**src/rtl/sw_debounce_if.sv**
```systemverilog
// Switch bus between the raw push-switch source and the debouncer.
// master: drives the raw levels and observes debounced results.
// slave : the debouncer itself.
interface sw_debounce_if;
  logic [2:0] sw_in;    // raw asynchronous levels, 1 = pressed
  logic [2:0] sw_out;   // debounced levels
  logic [2:0] sw_rise;  // one-cycle pulse on debounced 0->1

  modport master (output sw_in, input sw_out, input sw_rise);
  modport slave  (input sw_in, output sw_out, output sw_rise);
endinterface

```
**src/rtl/sw_debounce.sv**
```systemverilog
// Three-channel push-switch debouncer.
// Each channel: 2-flop synchronizer, then a 4-state qualify FSM that accepts
// a level change only after DEB_CNT consecutive agreeing samples. A rising
// edge of the debounced level produces a single-cycle sw_rise pulse.
module sw_debounce #(
  parameter int unsigned DEB_CNT = 4,
  parameter int unsigned CNT_W   = 4
) (
  input  logic          clk,
  input  logic          rst_n,
  sw_debounce_if.slave  bus
);

  typedef enum logic [1:0] {
    S_LO = 2'b00,
    W_HI = 2'b01,
    S_HI = 2'b10,
    W_LO = 2'b11
  } state_t;

  localparam logic [CNT_W-1:0] LAST = CNT_W'(DEB_CNT - 1);

  logic [2:0] r_sync1;
  logic [2:0] r_sync2;
  logic [2:0] r_out_q;
  logic [2:0] w_out;

  // Two-flop synchronizer for the raw switch levels.
  always_ff @(posedge clk or negedge rst_n) begin
    if (!rst_n) begin
      r_sync1 <= '0;
      r_sync2 <= '0;
    end else begin
      r_sync1 <= bus.sw_in;
      r_sync2 <= r_sync1;
    end
  end

  for (genvar g = 0; g < 3; g++) begin : g_ch
    state_t           r_state;
    logic [CNT_W-1:0] r_cnt;

    // Per-channel qualify FSM; any reversal while waiting aborts the change.
    always_ff @(posedge clk or negedge rst_n) begin
      if (!rst_n) begin
        r_state <= S_LO;
        r_cnt   <= '0;
      end else begin
        case (r_state)
          S_LO: begin
            if (r_sync2[g]) begin
              r_state <= W_HI;
              r_cnt   <= CNT_W'(1);
            end else begin
              r_cnt   <= '0;
            end
          end
          W_HI: begin
            if (!r_sync2[g]) begin
              r_state <= S_LO;
              r_cnt   <= '0;
            end else if (r_cnt == LAST) begin
              r_state <= S_HI;
              r_cnt   <= '0;
            end else begin
              r_cnt   <= r_cnt + 1'b1;
            end
          end
          S_HI: begin
            if (!r_sync2[g]) begin
              r_state <= W_LO;
              r_cnt   <= CNT_W'(1);
            end else begin
              r_cnt   <= '0;
            end
          end
          W_LO: begin
            if (r_sync2[g]) begin
              r_state <= S_HI;
              r_cnt   <= '0;
            end else if (r_cnt == LAST) begin
              r_state <= S_LO;
              r_cnt   <= '0;
            end else begin
              r_cnt   <= r_cnt + 1'b1;
            end
          end
          default: begin
            r_state <= S_LO;
            r_cnt   <= '0;
          end
        endcase
      end
    end

    // Debounced level is a pure decode of the state register.
    assign w_out[g] = (r_state == S_HI) || (r_state == W_LO);
  end

  // Previous debounced level, used to form the rising-edge pulse.
  always_ff @(posedge clk or negedge rst_n) begin
    if (!rst_n) begin
      r_out_q <= '0;
    end else begin
      r_out_q <= w_out;
    end
  end

  assign bus.sw_out  = w_out;
  assign bus.sw_rise = w_out & ~r_out_q;

endmodule

```
**src/flat_wrapper.sv**
```systemverilog
// flat-port wrapper written by rule: the top's interface ports become plain ports
module sw_debounce_flat 
#(
  parameter int unsigned DEB_CNT = 4,
  parameter int unsigned CNT_W   = 4
)
  (clk, rst_n, bus_sw_in, bus_sw_out, bus_sw_rise);
  sw_debounce_if bus_i ();
  input  logic clk;
  input  logic rst_n;
  input wire logic [$bits(bus_i.sw_in)-1:0] bus_sw_in;
  output wire logic [$bits(bus_i.sw_out)-1:0] bus_sw_out;
  output wire logic [$bits(bus_i.sw_rise)-1:0] bus_sw_rise;
  assign bus_i.sw_in = bus_sw_in;
  assign bus_sw_out = bus_i.sw_out;
  assign bus_sw_rise = bus_i.sw_rise;
  sw_debounce #(.DEB_CNT(DEB_CNT), .CNT_W(CNT_W)) u_core (.clk(clk), .rst_n(rst_n), .bus(bus_i));
endmodule
```
**config.mk**
```make
export PLATFORM = sky130hd
export DESIGN_NAME = sw_debounce_flat
export DESIGN_NICKNAME = d
export VERILOG_FILES = /design/src/rtl/sw_debounce_if.sv /design/src/rtl/sw_debounce.sv /design/src/flat_wrapper.sv
export SDC_FILE = /design/constraint.sdc
export NUM_CORES = 1
export LEC_CHECK = 0
export ABC_AREA = 0
export CAP_MARGIN = 20
export CORE_AREA = 8 8 53 55
export DETAILED_ROUTE_END_ITERATION = 16
export DIE_AREA = 0 0 61 63
export GPL_TIMING_DRIVEN = 0
export PLACE_DENSITY = 0.76
export SYNTH_ARGS = -nofsm -noshare
export SYNTH_HDL_FRONTEND = slang
export SYNTH_SLANG_ARGS = --single-unit
```
**constraint.sdc**
```tcl
create_clock -name clk -period 2 [get_ports clk]
set_clock_uncertainty 0.15 [all_clocks]
set_input_delay 0.4 -clock clk [delete_from_list [all_inputs] [get_ports clk]]
set_output_delay 0.4 -clock clk [all_outputs]
set_load 0.005 [all_outputs]
```
==> flow_metrics.tcl <==
set metrics [dict create \
    status "completed" \
    cp_num_buf_inv 1 \
    cp_cell_sequence "nor2b_1 -> clkdlybuf4s50_1" \
    finalSetupTns_ps 0 \
    cts_tree "done" \
    io_pins 11 \
    ir_worst_vdd_v 0.000863 \
    setup_violations 0 \
    fmax_ghz 0.518 \
    synth_most_common_cell "dfrtp_1" \
    min_to "u_core.r_sync2[0]$_DFF_PN0_" \
    rsz0062_at_grt "no" \
    cp.arrival_ps 1380 \
    ctsHoldBuffers 0 \
    grt_usage 0.0916 \
    synth.cell_area_mm2 0.00106 \
    setup_ws_ps 69.8 \
    grt_antenna_before_repair 0 \
    grt.met1_usage 0.106 \
    ys_types 17 \
    worst_pin_slew_ps 486 \
    syn-mean-instance-area_um2 13.6 \
    syn2layout_area_growth_pct 19.9 \
    met2_usage 0.144 \
    initial_core_util 0.512 \
    syn_nets 86 \
    met3_usage 0.0309 \
    synthCells 78 \
    min_from "u_core.r_sync1[0]$_DFF_PN0_" \
    holdPathStages 0 \
    die_height_um 63 \
    cp_slowest_cell "clkdlybuf4s50_1" \
    ys_seq_area_frac 0.639 \
    num_rows 17 \
    drive_gt1_frac 0.158 \
    fillers 160 \
    cts_buffers 3 \
    routed_wl_mm 1.49 \
    period_needed_ps 1930 \
    slew_violations 0 \
    ys_ff_latch 27 \
    grt_pass1_vias 670 \
    ff2ff_setup_slack_ps 580 \
    grt_overflow_total 0 \
    fin_nets 104 \
    grt_most_used_layer "met2" \
    fin_crit_sh 0.965 \
    drc 0 \
    wl_per_cell_um 12.1 \
    htreeDepth 1 \
    synth_area_leaders "dfrtp_1 64%, and4bb_4 4.6%, mux2_4 4.3%, xor2_1 4.1%, ha_1 3.6%" \
    drtIter0Drc 16 \
    drtPass1Iterations 2 \
    clockRootBuffer "clkbuf_4" \
    worstSkewPairLatency_ps 310 \
    clk_pin_slew_worst_paths_ps 130 \
    startpoint_type "flip-flop" \
    r2r-start "u_core.g_ch[1].r_cnt[0]$_DFF_PN0_" \
    synth_edf_count 0 \
    placedCellCount 117 \
    synth_top_area_frac 0.639 \
    synthArstFlopShare 1.00 \
    port_buffers 10 \
    p_per_area_mw_per_mm2 1200 \
    cp_top_family "buffers and inverters" \
    core_area_mm2 0.00206 \
    hold_class "reg2reg" \
    ant_nets 0 \
    yosysWarnings 0 \
    crit_fanout 5 \
    cts.sinks 27 \
    die_x_um 61 \
    cts.path.max_buffers 2 \
    final-hold-violation-count 0 \
    cp.required_ps 1450 \
    viasPerCell 4.99 \
    critPathKind "reg2out" \
    end_kind "primary output" \
    yosys-top-cells-count "27 x dfrtp_1, 10 x nor2_1, 5 x nand2_1, 5 x xor2_1" \
    synth_top_cell_by_area "dfrtp_1" \
    grt_pass1_wl_mm 2.74 \
    vias 614 \
    finalNonFillerCells 123 \
    reg2regPathDepth 3 \
    die_area_mm2 0.00384 \
    max-cap-violations 0 \
    max_slew_margin 0.675 \
    grt_max_degree 20 \
    synthFlopType "dfrtp_1" \
    antenna_cells 0 \
    post-dp-hpwl_mm 1.16 \
    gp_congestion 0.782 \
    dp_slack_ps 357 \
    p_leak_uw 0.000587 \
    critPathMaxStageDelay_ps 510 \
]
==> cells in the final DEF, fill, tap and decap left out, drive strengths merged <==
master,n
mux2,6
clkdlybuf4s50,8
xnor2,3
dlymetal6s2s,2
nand2b,1
clkbuf,7
and3,2
xor2,5
nor2,10
ha,3
nor2b,3
dfrtp,27
nand3,3
and4bb,3
inv,1
a211oi,3
nand2,5
buf,3
==> where the power goes <==
part	internal [uW]	total [uW]	leakage (uW)	switching [uW]
clock	77.8	219	0.0000150	142
sequential	697	806	0.000341	108
combinational	303	498	0.000232	195
==> cells by family after synthesis <==
family / synth area share
buf+inv: 0.0142
compound gates: 0.0213
mux: 0.0746
flops: 0.639
simple gates: 0.149
fa+ha+maj: 0.0355
xor+xnor: 0.0663
==> layer usage <==
metal  up-vias  share of wire
met5         -              0
met4         0         0.0094
met3         2          0.046
met2         9           0.47
met1       308           0.47
li1        295              -
==> stage by stage <==
step	hold slack (ps)	utilization	instance area (um2)	total power (uW)
global route	222	0.614	1270	1640
CTS	218	0.608	1250	1540
global placement	184	0.578	1190	1270
detailed placement	188	0.591	1220	1300
floorplan	-45.6	-	1060	1080
finish	217	0.614	1270	1520
==> final cells by class <==
| class | instances | area [um2] | share of cell area |
|---|---|---|---|
| Sequential cell | 27 | 677 | 0.534 |
| Multi-Input combinational cell | 47 | 367 | 0.289 |
| Timing Repair Buffer | 13 | 148 | 0.116 |
| Tap cell | 28 | 35.0 | 0.0276 |
| Clock buffer | 4 | 26.3 | 0.0207 |
| Buffer | 3 | 11.3 | 0.00888 |
| Inverter | 1 | 3.75 | 0.00296 |
==> worst max path at each step <==
| stage | startpoint | end | slack (ps) | cells past startpoint |
|---|---|---|---|---|
| global route | flip-flop | bus_sw_out[0] | 10 | 2 |
| detailed placement | flip-flop | bus_sw_rise[0] | 360 | 2 |
| global placement | rst_n | u_core.g_ch[1].r_cnt[3]$_DFF_PN0_ | 80 | 1 |
| finish | flip-flop | bus_sw_rise[0] | 70 | 2 |
| CTS | flip-flop | bus_sw_rise[2] | 20 | 2 |
| floorplan | u_core.g_ch[0].r_cnt[0]$_DFF_PN0_ | flip-flop | 660 | 3 |
==> worst reg2reg max path, cell delays in order, from the launching register on <==
cell	delay, ps
dfrtp_1	420
ha_1	240
and4bb_4	220
mux2_4	300
==> timing repair <==
action	4_1_cts	5_1_grt
setup endpoints to repair	2	3
buffers inserted	1	1
gates resized for setup	1	2
Power figures use the tool's default switching activity.
